## config.mk

```make
export PLATFORM = sky130hd
export DESIGN_NAME = cfg_bitstream_loader
export DESIGN_NICKNAME = d
export VERILOG_FILES = /design/src/rtl/cfg_pkg.sv /design/src/rtl/crc8_serial.sv /design/src/rtl/cfg_bitstream_loader.sv
export SDC_FILE = /design/constraint.sdc
export NUM_CORES = 1
export LEC_CHECK = 0
export CORE_AREA = 4 4 166 168
export CTS_CLUSTER_SIZE = 25
export DETAILED_ROUTE_END_ITERATION = 10
export DIE_AREA = 0 0 170 172
export GPL_TIMING_DRIVEN = 1
export HOLD_SLACK_MARGIN = 0.12
export SLEW_MARGIN = 5
export SYNTH_ARGS = -nofsm -noshare
export SYNTH_HDL_FRONTEND = slang
export SYNTH_SLANG_ARGS = --single-unit
```

## constraint.sdc

```tcl
create_clock -name clk -period 2.5 [get_ports clk]
set_clock_uncertainty 0.05 [all_clocks]
set_input_delay 0.75 -clock clk [delete_from_list [all_inputs] [get_ports clk]]
set_output_delay 0.75 -clock clk [all_outputs]
set_load 0.02 [all_outputs]
```

## src/rtl/cfg_pkg.sv

```systemverilog
// Shared constants, state encoding and the per-bit CRC-8 step for the serial config loader.
package cfg_pkg;

    localparam int CFG_WIDTH  = 116;
    localparam int SYNC_WIDTH = 8;
    localparam int CRC_WIDTH  = 8;
    localparam int CNT_WIDTH  = $clog2(CFG_WIDTH);

    localparam logic [SYNC_WIDTH-1:0] SYNC_WORD = 8'hA5;
    localparam logic [CRC_WIDTH-1:0]  CRC_POLY  = 8'h07;

    localparam logic [CNT_WIDTH-1:0] CNT_LOAD_LAST = CNT_WIDTH'(CFG_WIDTH - 1);
    localparam logic [CNT_WIDTH-1:0] CNT_CRC_LAST  = CNT_WIDTH'(CRC_WIDTH - 1);

    typedef enum logic [1:0] {
        HUNT   = 2'd0,
        LOAD   = 2'd1,
        CHECK  = 2'd2,
        COMMIT = 2'd3
    } state_t;

    // MSB-first CRC-8, init 0, no reflection, no final xor.
    function automatic logic [CRC_WIDTH-1:0] crc8_step(input logic [CRC_WIDTH-1:0] crc,
                                                       input logic                 b);
        logic fb;
        fb = crc[CRC_WIDTH-1] ^ b;
        return {crc[CRC_WIDTH-2:0], 1'b0} ^ (fb ? CRC_POLY : '0);
    endfunction

endpackage

```

## src/rtl/crc8_serial.sv

```systemverilog
// Serial CRC-8 accumulator: one bit per enabled cycle, synchronous clear wins over enable.
module crc8_serial
    import cfg_pkg::*;
(
    input  logic                 clk,
    input  logic                 reset,
    input  logic                 clr,
    input  logic                 en,
    input  logic                 bit_in,
    output logic [CRC_WIDTH-1:0] crc
);

    logic [CRC_WIDTH-1:0] crc_q;
    logic [CRC_WIDTH-1:0] crc_d;

    always_comb begin
        crc_d = crc_q;
        if (clr) begin
            crc_d = '0;
        end else if (en) begin
            crc_d = crc8_step(crc_q, bit_in);
        end
    end

    always_ff @(posedge clk or negedge reset) begin
        if (!reset) begin
            crc_q <= '0;
        end else begin
            crc_q <= crc_d;
        end
    end

    assign crc = crc_q;

endmodule

```

## src/rtl/cfg_bitstream_loader.sv

```systemverilog
// Framed serial config loader: hunts for the sync word, shadows the config bits and
// commits them to the fabric bus only when the trailing CRC-8 matches.
//
// state  | meaning
// HUNT   | sliding-window search for the sync word
// LOAD   | shifting CFG_WIDTH config bits into the shadow, CRC running
// CHECK  | collecting the 8 received CRC bits, CRC frozen
// COMMIT | single cycle: shadow -> bitstream, input stalled
module cfg_bitstream_loader
    import cfg_pkg::*;
(
    input  logic                 clk,
    input  logic                 reset,
    input  logic                 cfg_valid,
    input  logic                 cfg_bit,
    output logic                 cfg_ready,
    output logic [CFG_WIDTH-1:0] bitstream,
    output logic                 cfg_done,
    output logic                 cfg_error
);

    state_t                  state_q,     state_d;
    logic [SYNC_WIDTH-1:0]   sync_q,      sync_d;
    logic [CFG_WIDTH-1:0]    shadow_q,    shadow_d;
    logic [CRC_WIDTH-1:0]    rx_crc_q,    rx_crc_d;
    logic [CNT_WIDTH-1:0]    cnt_q,       cnt_d;
    logic [CFG_WIDTH-1:0]    bitstream_q, bitstream_d;
    logic                    done_q,      done_d;
    logic                    error_q,     error_d;

    logic                    accept;
    logic [SYNC_WIDTH-1:0]   sync_next;
    logic [CRC_WIDTH-1:0]    rx_crc_next;
    logic [CRC_WIDTH-1:0]    crc_calc;
    logic                    crc_clr;
    logic                    crc_en;

    assign cfg_ready   = (state_q != COMMIT);
    assign accept      = cfg_valid && cfg_ready;
    assign sync_next   = {sync_q[SYNC_WIDTH-2:0], cfg_bit};
    assign rx_crc_next = {rx_crc_q[CRC_WIDTH-2:0], cfg_bit};

    crc8_serial u_crc (
        .clk    (clk),
        .reset  (reset),
        .clr    (crc_clr),
        .en     (crc_en),
        .bit_in (cfg_bit),
        .crc    (crc_calc)
    );

    always_comb begin
        state_d     = state_q;
        sync_d      = sync_q;
        shadow_d    = shadow_q;
        rx_crc_d    = rx_crc_q;
        cnt_d       = cnt_q;
        bitstream_d = bitstream_q;
        done_d      = done_q;
        error_d     = error_q;
        crc_clr     = 1'b0;
        crc_en      = 1'b0;

        unique case (state_q)
            HUNT: begin
                // The window only moves while hunting, so it carries over between frames.
                if (accept) begin
                    sync_d = sync_next;
                    if (sync_next == SYNC_WORD) begin
                        cnt_d   = '0;
                        crc_clr = 1'b1;
                        done_d  = 1'b0;
                        error_d = 1'b0;
                        state_d = LOAD;
                    end
                end
            end
            LOAD: begin
                if (accept) begin
                    shadow_d = {shadow_q[CFG_WIDTH-2:0], cfg_bit};
                    crc_en   = 1'b1;
                    if (cnt_q == CNT_LOAD_LAST) begin
                        cnt_d   = '0;
                        state_d = CHECK;
                    end else begin
                        cnt_d = cnt_q + 1'b1;
                    end
                end
            end
            CHECK: begin
                if (accept) begin
                    rx_crc_d = rx_crc_next;
                    if (cnt_q == CNT_CRC_LAST) begin
                        cnt_d = '0;
                        if (rx_crc_next == crc_calc) begin
                            state_d = COMMIT;
                        end else begin
                            error_d = 1'b1;
                            state_d = HUNT;
                        end
                    end else begin
                        cnt_d = cnt_q + 1'b1;
                    end
                end
            end
            COMMIT: begin
                bitstream_d = shadow_q;
                done_d      = 1'b1;
                state_d     = HUNT;
            end
            default: begin
                state_d = HUNT;
            end
        endcase
    end

    always_ff @(posedge clk or negedge reset) begin
        if (!reset) begin
            state_q     <= HUNT;
            sync_q      <= '0;
            shadow_q    <= '0;
            rx_crc_q    <= '0;
            cnt_q       <= '0;
            bitstream_q <= '0;
            done_q      <= 1'b0;
            error_q     <= 1'b0;
        end else begin
            state_q     <= state_d;
            sync_q      <= sync_d;
            shadow_q    <= shadow_d;
            rx_crc_q    <= rx_crc_d;
            cnt_q       <= cnt_d;
            bitstream_q <= bitstream_d;
            done_q      <= done_d;
            error_q     <= error_d;
        end
    end

    assign bitstream = bitstream_q;
    assign cfg_done  = done_q;
    assign cfg_error = error_q;

endmodule

```

==> results.txt <==
----------------------------------------------------
[Drt]
  Detailed-route wire length on metal 1 ... 10,200 um
  Detailed route wirelength on metal3 ... 1290 um
  Residual antenna-violating net count after detailed routing ... 0
  First drt pass iteration count ... 4
  Average routed wire per standard cell ... 15.0 um
  Via density per instance ... 4.78
  Number of remaining DRC errors ... 0
  Uppermost layer routed ... met4
  Detailed-route wire length ... 20,700 um
  Number of DRC markers after the initial detailed-route iteration ... 411
  Number of vias after detailed routing ... 6,610
  Routed length on met2 ... 8850 um

[Finish]
  Commonest cells after routing, fill and taps aside ... sky130_fd_sc_hd__nand2_1, sky130_fd_sc_hd__dfrtp_1, sky130_fd_sc_hd__mux2_2
  Most common library cell in the layout ignoring fill and taps ... sky130_fd_sc_hd__nand2_1
  Number of fill cells in the layout ... 2,288
  Final instance count without filler cells ... 1,383
  Number of nets in the final layout ... 1,036
  Antenna diodes ... 0
  Utilization after layout ... 0.501
  Fraction of layout instances using a drive strength above 1 ... 0.200
  Area growth from synthesis to layout ... 26.8%

[Timing]
  Final critical-path setup slack ... 0.142 ns
  Headroom to the max-slew limit ... 0.576
  Count of final max-slew check failures ... 0
  Final cycle utilization of the critical path ... 0.943
  Peak Freq ... 424 MHz
  Clock period minus final worst setup slack ... 2.36 ns
  Final number of hold-violating endpoints ... 0
  Unrepaired setup endpoints after global routing ... no
  Final setup violation count ... 0
  Least-Margin Pin Slew ... 0.635 ns

[Yosys]
  Synthesized netlist net count ... 900
  Most used flip-flop cell after synthesis ... sky130_fd_sc_hd__dfrtp_1
  Number of flops mapped to enable cells by yosys ... 0
  Fraction of post-synthesis cell area in the top cell type by area ... 0.648
  Mean Syn Cell Area ... 11.5 um2
  Post-synthesis share of cell area spent on full adders, half adders and majority gates ... 0.00611
  Flip-flop and latch count after synthesis ... 265
  Top cell type by total area after synthesis ... sky130_fd_sc_hd__dfrtp_1
  Warnings, synthesis ... 0
  Simple-gate portion of the synthesized area ... 0.156
  Seq/Total Area, Yosys ... 0.648
  Combinational family with the most area after synthesis ... simple AND/OR/NAND/NOR gates
  Xor and xnor fraction of the mapped netlist area ... 0.00941
  Cell variety after synth ... 38
  Mapped cell area ... 10,200 um2
  Number of instances in the synthesized netlist ... 891
  Post-synthesis compound-gate area fraction ... 0.0192
  Async set-or-reset flop fraction in the synthesized netlist ... 1.00
  Biggest area contributors in the synthesized netlist ... sky130_fd_sc_hd__dfrtp_1, sky130_fd_sc_hd__mux2_2, sky130_fd_sc_hd__nand2_1, sky130_fd_sc_hd__clkbuf_1, sky130_fd_sc_hd__xnor2_1
  Mux cell area share after synthesis ... 0.144

[Worst setup path]
  Slack of the worst reg-to-reg path ... 0.41 ns
  Reg2Reg Launch Point ... state_q[0]
  Critical path launch point type ... flip-flop
  CP cell instances ... ha_4 -> inv_1 -> dlygate4sd2_1
  CP Class ... flip-flop to primary output
  Cell with the biggest individual delay on the critical path ... sky130_fd_sc_hd__dfrtp_1
  Number of logic stages on the critical path including buffering ... 3
  Category of the worst setup path capture point ... primary output
  Crit path required time ... 1.70 ns
  Maximum fanout along the worst path ... 4
  Endpoint arrival time on the critical path ... 1.56 ns
  R2R Path End ... cnt_q[5]
  Cell class contributing the biggest share of worst-path delay ... flip-flops
  Timing startpoint of the critical path ... state_q[0]
  Buf+Inv Stages, Crit Path ... 2
  Number of cells on the worst reg-to-reg path ... 6
  Timing endpoint of the critical path ... cfg_ready
  Worst stage delay on the critical path ... 0.44 ns

[Clock tree]
  Deepest level of the CTS H-tree ... 1
  Clock transition at the registers of the reported paths ... 0.06 ns
  Clock tree buffer depth ... 3
  Clock tree from TritonCTS ... yes
  Worst-Skew Late Latency ... 0.53 ns
  Number of CTS-inserted buffers ... 29
  CTS Root Buffer Type ... sky130_fd_sc_hd__clkbuf_16
  Number of sinks handled by clock tree synthesis ... 265

[Floorplan]
  Core area ... 25,900 um2
  Starting density of the core ... 0.395
  Placement Rows ... 59
  Die outline area ... 29,200 um2
  Overall die height ... 172 um
  DIE WIDTH ... 170 um
  I/O Pins ... 123

[Global route]
  Number of global-route vias before repair ... 6,623
  Pin count of the biggest net entering global routing ... 110
  Global-route wire length before repair ... 34,700 um
  GRT Residual Overflow ... 0
  Total routing usage reported by global routing ... 0.143
  Antenna violations before repair ... 0

[Hold path]
  Worst min path class ... flip-flop to flip-flop

[Placed design]
  Post-detailed-placement half-perimeter wirelength ... 12,700 um
  GPL Wtd Cong ... 0.775
  Post-place setup slack ... -0.0322 ns
  Number of buffer cells added on primary ports ... 122
  Number of instances in the placed design ... 1,330

[Power and ir drop]
  Sequential power share ... 0.431
  Proportion of total power due to net switching ... 0.283
  Static leakage ... 6.58 nW
  Combinational power share ... 0.198
  Int Pwr ... 8.08 mW
  Net switching power of the design ... 3.19 mW
  Total power per unit cell area ... 868 nW/um2
  Max rail drop VDD ... 562 uV
  Power consumption ... 11.3 mW
  Clock network fraction of design power ... 0.371

[Status]
  Run status ... completed

[Run]
  Number of max-cap violations ... 0

----------------------------------------------------
[power by group through the flow]
stage | Combinational (mW) | Clock, mW | Sequential [mW]
4_1_cts | 2.28 | 4.33 | 4.86
3_5_place_dp | 2.27 | 0 | 4.94
6_report | 2.23 | 4.18 | 4.86
2_1_floorplan | 1.48 | 0 | 4.93
3_3_place_gp | 2.25 | 0 | 4.94
5_1_grt | 2.45 | 4.50 | 4.90
[synthesized netlist by cell type (2+ instances only)]
cell type	count
sky130_fd_sc_hd__nand2_1	372
sky130_fd_sc_hd__dfrtp_1	265
sky130_fd_sc_hd__mux2_2	131
sky130_fd_sc_hd__clkbuf_1	29
sky130_fd_sc_hd__xnor2_1	11
sky130_fd_sc_hd__a21oi_1	8
sky130_fd_sc_hd__nor2_1	8
sky130_fd_sc_hd__o21ai_0	8
sky130_fd_sc_hd__buf_1	7
sky130_fd_sc_hd__inv_1	7
sky130_fd_sc_hd__buf_2	5
sky130_fd_sc_hd__ha_1	5
sky130_fd_sc_hd__nor3_1	4
sky130_fd_sc_hd__a22o_1	3
sky130_fd_sc_hd__nand3_1	3
sky130_fd_sc_hd__and4bb_2	2
sky130_fd_sc_hd__nor2b_1	2
[registers in the layout, indices dropped and copies added, names as in the netlist]
register   cells
sync_q         7
rx_crc_q       7
cfg_error      1
shadow_q     116
bitstream    116
u_crc.crc      8
cnt_q          7
state_q        2
cfg_done       1
[worst reg2reg max path: stages (launching register included)]
cell and delay, ns:
sky130_fd_sc_hd__dfrtp_1 0.44, sky130_fd_sc_hd__inv_1 0.11, sky130_fd_sc_hd__ha_1 0.28, sky130_fd_sc_hd__nor3_1 0.27, sky130_fd_sc_hd__nor2_1 0.09, sky130_fd_sc_hd__or3_4 0.37, sky130_fd_sc_hd__a221o_1 0.35
[worst min-delay path by stage]
stage | cells past startpoint | from | endpoint
2_1_floorplan | 2 | shadow_q[115] | shadow_q[115]
3_3_place_gp | 2 | shadow_q[115] | shadow_q[115]
3_5_place_dp | 2 | shadow_q[115] | shadow_q[115]
4_1_cts | 2 | shadow_q[115] | shadow_q[115]
5_1_grt | 2 | shadow_q[8] | shadow_q[8]
6_report | 2 | shadow_q[115] | shadow_q[115]
[through the flow]
stage | area [um2] | TNS (ns) | hold WS (ns)
global placement | 12000 | 0 | 0.407
detailed placement | 12000 | -0.0605 | 0.414
global route | 13000 | 0 | 0.457
finish | 13000 | 0 | 0.422
floorplan | 10200 | 0 | 0.390
CTS | 13000 | 0 | 0.428
[area by class of cell]
class,count,area (um2),area share
clock buffer,42,835,0.0643
tap,335,419,0.0323
clock inverter,10,110,0.00848
multi-input combinational,578,3450,0.265
sequential,265,6630,0.511
timing repair buffer,146,1520,0.117
inverter,7,26.3,0.00202
[metal layers]
layer  GRT usage  up-vias
li1            -     3176
met1       0.209     3266
met2       0.213      136
met3      0.0386       32
met4      0.0333        0
met5           0        -
[logic make-up (layout without fill, tap and decap cells)]
kind of cell | after synthesis | in the layout
mux | 131 | 131
compound gates | 29 | 29
buf+inv | 48 | 205
simple gates | 402 | 402
flops | 265 | 265
xor+xnor | 11 | 11
fa+ha+maj | 5 | 5
[what timing repair did]
action	CTS	global route
hold endpoints to repair	46	0
setup endpoints to repair	1	0
setup buffers	0	0
resized for setup	1	0
hold buffers	1	0
Power figures use the tool's default switching activity.
==> edit 1 (same settings) <==
The package constant `CRC_WIDTH` goes from 8 to 6.
--- a/src/rtl/cfg_pkg.sv
+++ b/src/rtl/cfg_pkg.sv
@@ -3,7 +3,7 @@
 
     localparam int CFG_WIDTH  = 116;
     localparam int SYNC_WIDTH = 8;
-    localparam int CRC_WIDTH  = 8;
+    localparam int CRC_WIDTH  = 6;
     localparam int CNT_WIDTH  = $clog2(CFG_WIDTH);
 
     localparam logic [SYNC_WIDTH-1:0] SYNC_WORD = 8'hA5;
Check against the original RTL: same outputs for any inputs over 10 cycles, from zero or initial values and one cycle with reset low; that may be too few to reach the edited logic, so the function may still have changed.
==> edit 1 against the unedited design <==
Total power up 2.0%. Clock power increased by 2%. Sequential share of layout area about the same. Core utilization decreased by 0.74 points. Critical endpoint unchanged. Routed wire length fell by 4.6%. Sequential cell count is 4 lower. Worst setup slack got worse by 0.033 ns. Synthesized area down 1.8%. Cell area decreased by 1.5%. Die area unchanged. Synthesized cell count is 1.9% lower.
==> edit 1: results (changes against the unedited design) <==
[worst_setup_path]
arrival_ns=1.59  ; was 1.56 ns
path_max_fanout=6  ; was 4
r2r-end=cnt_q[2]  ; was cnt_q[5]
crit_start=state_q[1]  ; was state_q[0]
cp.depth=3  ; unchanged

[pwr]
p_leak_nw=6.48  ; was 6.58 nW
switching_share=0.284  ; was 0.283
clk-power_mw=4.27  ; was 4.18 mW
finalPower_mw=11.5  ; was 11.3 mW
ir_drop_uv=430  ; was 562 uV
combPwrFrac=0.209  ; was 0.198

[global_route]
grt_pass1_vias=6597  ; was 6,623
grt_pass1_wl_mm=33.6  ; was 34.7 mm
grt_max_degree=62  ; was 110
grt_overflow=0  ; unchanged
grt.total_usage=0.136  ; was 0.143

[cts]
cts_root_buf=clkbuf_16  ; unchanged
cts_buffers=28  ; was 29

[synthesis]
synth_compound_area_frac=0.0195  ; was 0.0192
synthXorXnorAreaFrac=0.00784  ; was 0.00941
synth_area_leaders=dfrtp_1, mux2_2, nand2_1, clkbuf_1, xnor2_1  ; unchanged
netlist_instances=874  ; was 891
synth_mux_area_frac=0.143  ; was 0.144
seq_area_frac_synth=0.649  ; was 0.648
synth_common_cells=nand2_1, dfrtp_1, mux2_2, clkbuf_1, xnor2_1  ; unchanged
yosys.cell_types.count=34  ; was 38
syn_nets=884  ; was 900
synthAdderAreaFrac=0.00746  ; was 0.00611

[routing]
wl_per_cell_um=14.5  ; was 15.0 um
dr.first_iter.drc_count=375  ; was 411
finalWirelength_mm=19.8  ; was 20.7 mm
viasPerCell=4.73  ; was 4.78
first_pass_iters=5  ; was 4

[finish]
drive_gt1_frac=0.196  ; was 0.200
final_nets=1015  ; was 1,036

[outcome]
status=completed  ; unchanged

[worst_hold_path]
min_from=shadow_q[73]  ; was shadow_q[115]
hold_end=shadow_q[74]  ; was shadow_q[115]
min_path_type=reg2reg  ; unchanged

[sta]
whs_ns=0.433  ; was 0.422 ns
period_needed_ns=2.39  ; was 2.36 ns

[place]
dp.cells=1309  ; was 1,330
gp_congestion=0.702  ; was 0.775
placed_area_um2=11800  ; was 12,000 um2
pre_cts_slack_ns=-0.121  ; was -0.0322 ns
dp_hpwl_mm=12.3  ; was 12.7 mm

edit 1: cell types whose count changed after synthesis, sizes merged, moves of 4 or more:
cell	unedited run	this run
nand2	372	365
buf	12	8
dfrtp	265	261
nand2b	1	5
o2bb2ai	0	4
edit 1: layout make-up:
class                   instances  area (um2)
well taps                     335         419
clock buffers                  43         898
flip-flops and latches        261        6530
fillers                      2358       13100
clock inverters                 7        87.6
multi-input cells             567        3370
inverters                       6        22.5
repair buffers                141        1470
edit 1: worst reg2reg max path, stage by stage, from the launching register on:
cell and delay (ns):
dfrtp_1 0.42, inv_1 0.12, ha_1 0.29, nor3_1 0.28, nor2_1 0.09, or3_4 0.36
or2_4 0.29, o2bb2ai_1 0.14
edit 1: metal layers:
metal	vias up	track usage	share of wire
li1	3096	-	-
met4	0	0.0306	0.016
met2	109	0.215	0.45
met5	-	0	0
met1	3200	0.192	0.48
met3	24	0.0336	0.058
==> edit 2 (config.mk and constraints unchanged) <==
Without the edit above. The 4 states of `state_t` get a one-hot encoding in 4 bits.
--- a/src/rtl/cfg_pkg.sv
+++ b/src/rtl/cfg_pkg.sv
@@ -12,11 +12,11 @@
     localparam logic [CNT_WIDTH-1:0] CNT_LOAD_LAST = CNT_WIDTH'(CFG_WIDTH - 1);
     localparam logic [CNT_WIDTH-1:0] CNT_CRC_LAST  = CNT_WIDTH'(CRC_WIDTH - 1);
 
-    typedef enum logic [1:0] {
-        HUNT   = 2'd0,
-        LOAD   = 2'd1,
-        CHECK  = 2'd2,
-        COMMIT = 2'd3
+    typedef enum logic [3:0] {
+        HUNT   = 4'b0001,
+        LOAD   = 4'b0010,
+        CHECK  = 4'b0100,
+        COMMIT = 4'b1000
     } state_t;
 
     // MSB-first CRC-8, init 0, no reflection, no final xor.
Function: no difference found for any inputs over 10 cycles, from zero or initial values and one cycle with reset low; not proved beyond that.
==> edit 2 against the unedited design <==
Cell area grew 2.1%. Synthesized cell count increased by 28%. Critical path type unchanged. Critical endpoint unchanged. Sequential cell count grew 2. Routed wire length up 8.4%. Synthesized area up 2.0%. Register-to-register slack lost 0.10 ns. Die area unchanged. Worst setup slack got worse by 0.062 ns. Highest routed layer unchanged. Maximum frequency shrank 2.6%.
Power is not compared: it rests on default switching activity, and its combinational part moved more than twofold at a synthesized area within 25%.
==> edit 2: results (changes against the unedited design) <==
[synthesis]
yosys.cell_types.count=45  ; was 38
synth_area_leaders=dfrtp_1, nand2_1, mux2_2, buf_2, clkbuf_1  ; was dfrtp_1, mux2_2, nand2_1, clkbuf_1, xnor2_1
synthAdderAreaFrac=0.00120  ; was 0.00611
netlist_instances=1143  ; was 891
synthXorXnorAreaFrac=0.0101  ; was 0.00941
synth_compound_area_frac=0.0167  ; was 0.0192
synth_common_cells=nand2_1, dfrtp_1, clkbuf_1, buf_2, mux2_2  ; was nand2_1, dfrtp_1, mux2_2, clkbuf_1, xnor2_1
seq_area_frac_synth=0.640  ; was 0.648

[routing]
first_pass_iters=5  ; was 4
wl_per_cell_um=13.8  ; was 15.0 um
dr.first_iter.drc_count=594  ; was 411
viasPerCell=4.65  ; was 4.78

[place]
gp_congestion=0.722  ; was 0.775
placed_area_um2=12200  ; was 12,000 um2
dp_hpwl_mm=13.2  ; was 12.7 mm
pre_cts_slack_ns=-0.0407  ; was -0.0322 ns

[sta]
period_needed_ns=2.42  ; was 2.36 ns
whs_ns=0.421  ; was 0.422 ns
slew_headroom=0.641  ; was 0.576

[outcome]
status=completed  ; unchanged

[finish]
num-multi-input-gates=814  ; was 578
final_nets=1273  ; was 1,036
sh_seq_area=0.504  ; was 0.511
fillCellCount=2371  ; was 2,288
n_all_buffers=150  ; was 146
nNonClkInverters=6  ; was 7
final_cells=1625  ; was 1,383
buffer_area_frac=0.120  ; was 0.117
nClkBuffers=41  ; was 42

[global_route]
grt_use_met1=0.220  ; was 0.209
use_met3=0.0233  ; was 0.0386
grt_pass1_vias=7583  ; was 6,623
grt.total_usage=0.154  ; was 0.143
use_met2=0.253  ; was 0.213

[cts]
cts_sinks=267  ; was 265
cts_resized=6  ; was 1

[worst_setup_path]
r2r_slack_ns=0.31  ; was 0.41 ns
path_max_fanout=3  ; was 4
arrival_ns=1.62  ; was 1.56 ns
cpPeakStageDelay_ns=0.41  ; was 0.44 ns

-- edit 2: cell count changes after synthesis, sizes merged, moves of 4 or more --
cell	before	now
nand2	372	719
ha	5	1
buf	12	29
xnor2	11	4
nor4b	0	6
mux2	131	15
xor2	0	8
-- edit 2: report_power, final --
part / total, mW / internal, mW / switching (mW)
Clock: 4.52 / 2.85 / 1.68
Combinational: 0.192 / 0.0687 / 0.124
Sequential: 4.38 / 4.36 / 0.0207
Total: 9.09 / 7.27 / 1.82
-- edit 2: worst paths after layout --
check,depth (start not counted),from,to
worst min register to register,2,bitstream[51],bitstream[51]
worst max-delay path,3,state_q[2],cfg_ready
min in group asynchronous,2,reset,shadow_q[80]
max in group asynchronous,3,reset,bitstream[103]
worst min-delay path,2,bitstream[51],bitstream[51]
worst max register to register,7,state_q[0],state_q[3]
-- edit 2: routing by layer --
layer  part of all wire  wire length, um  vias up
met5                  0                0        -
met2               0.46            10300      120
met4              0.015              331        0
li1                   -                -     3766
met1               0.49            10900     3641
met3              0.042              936       27
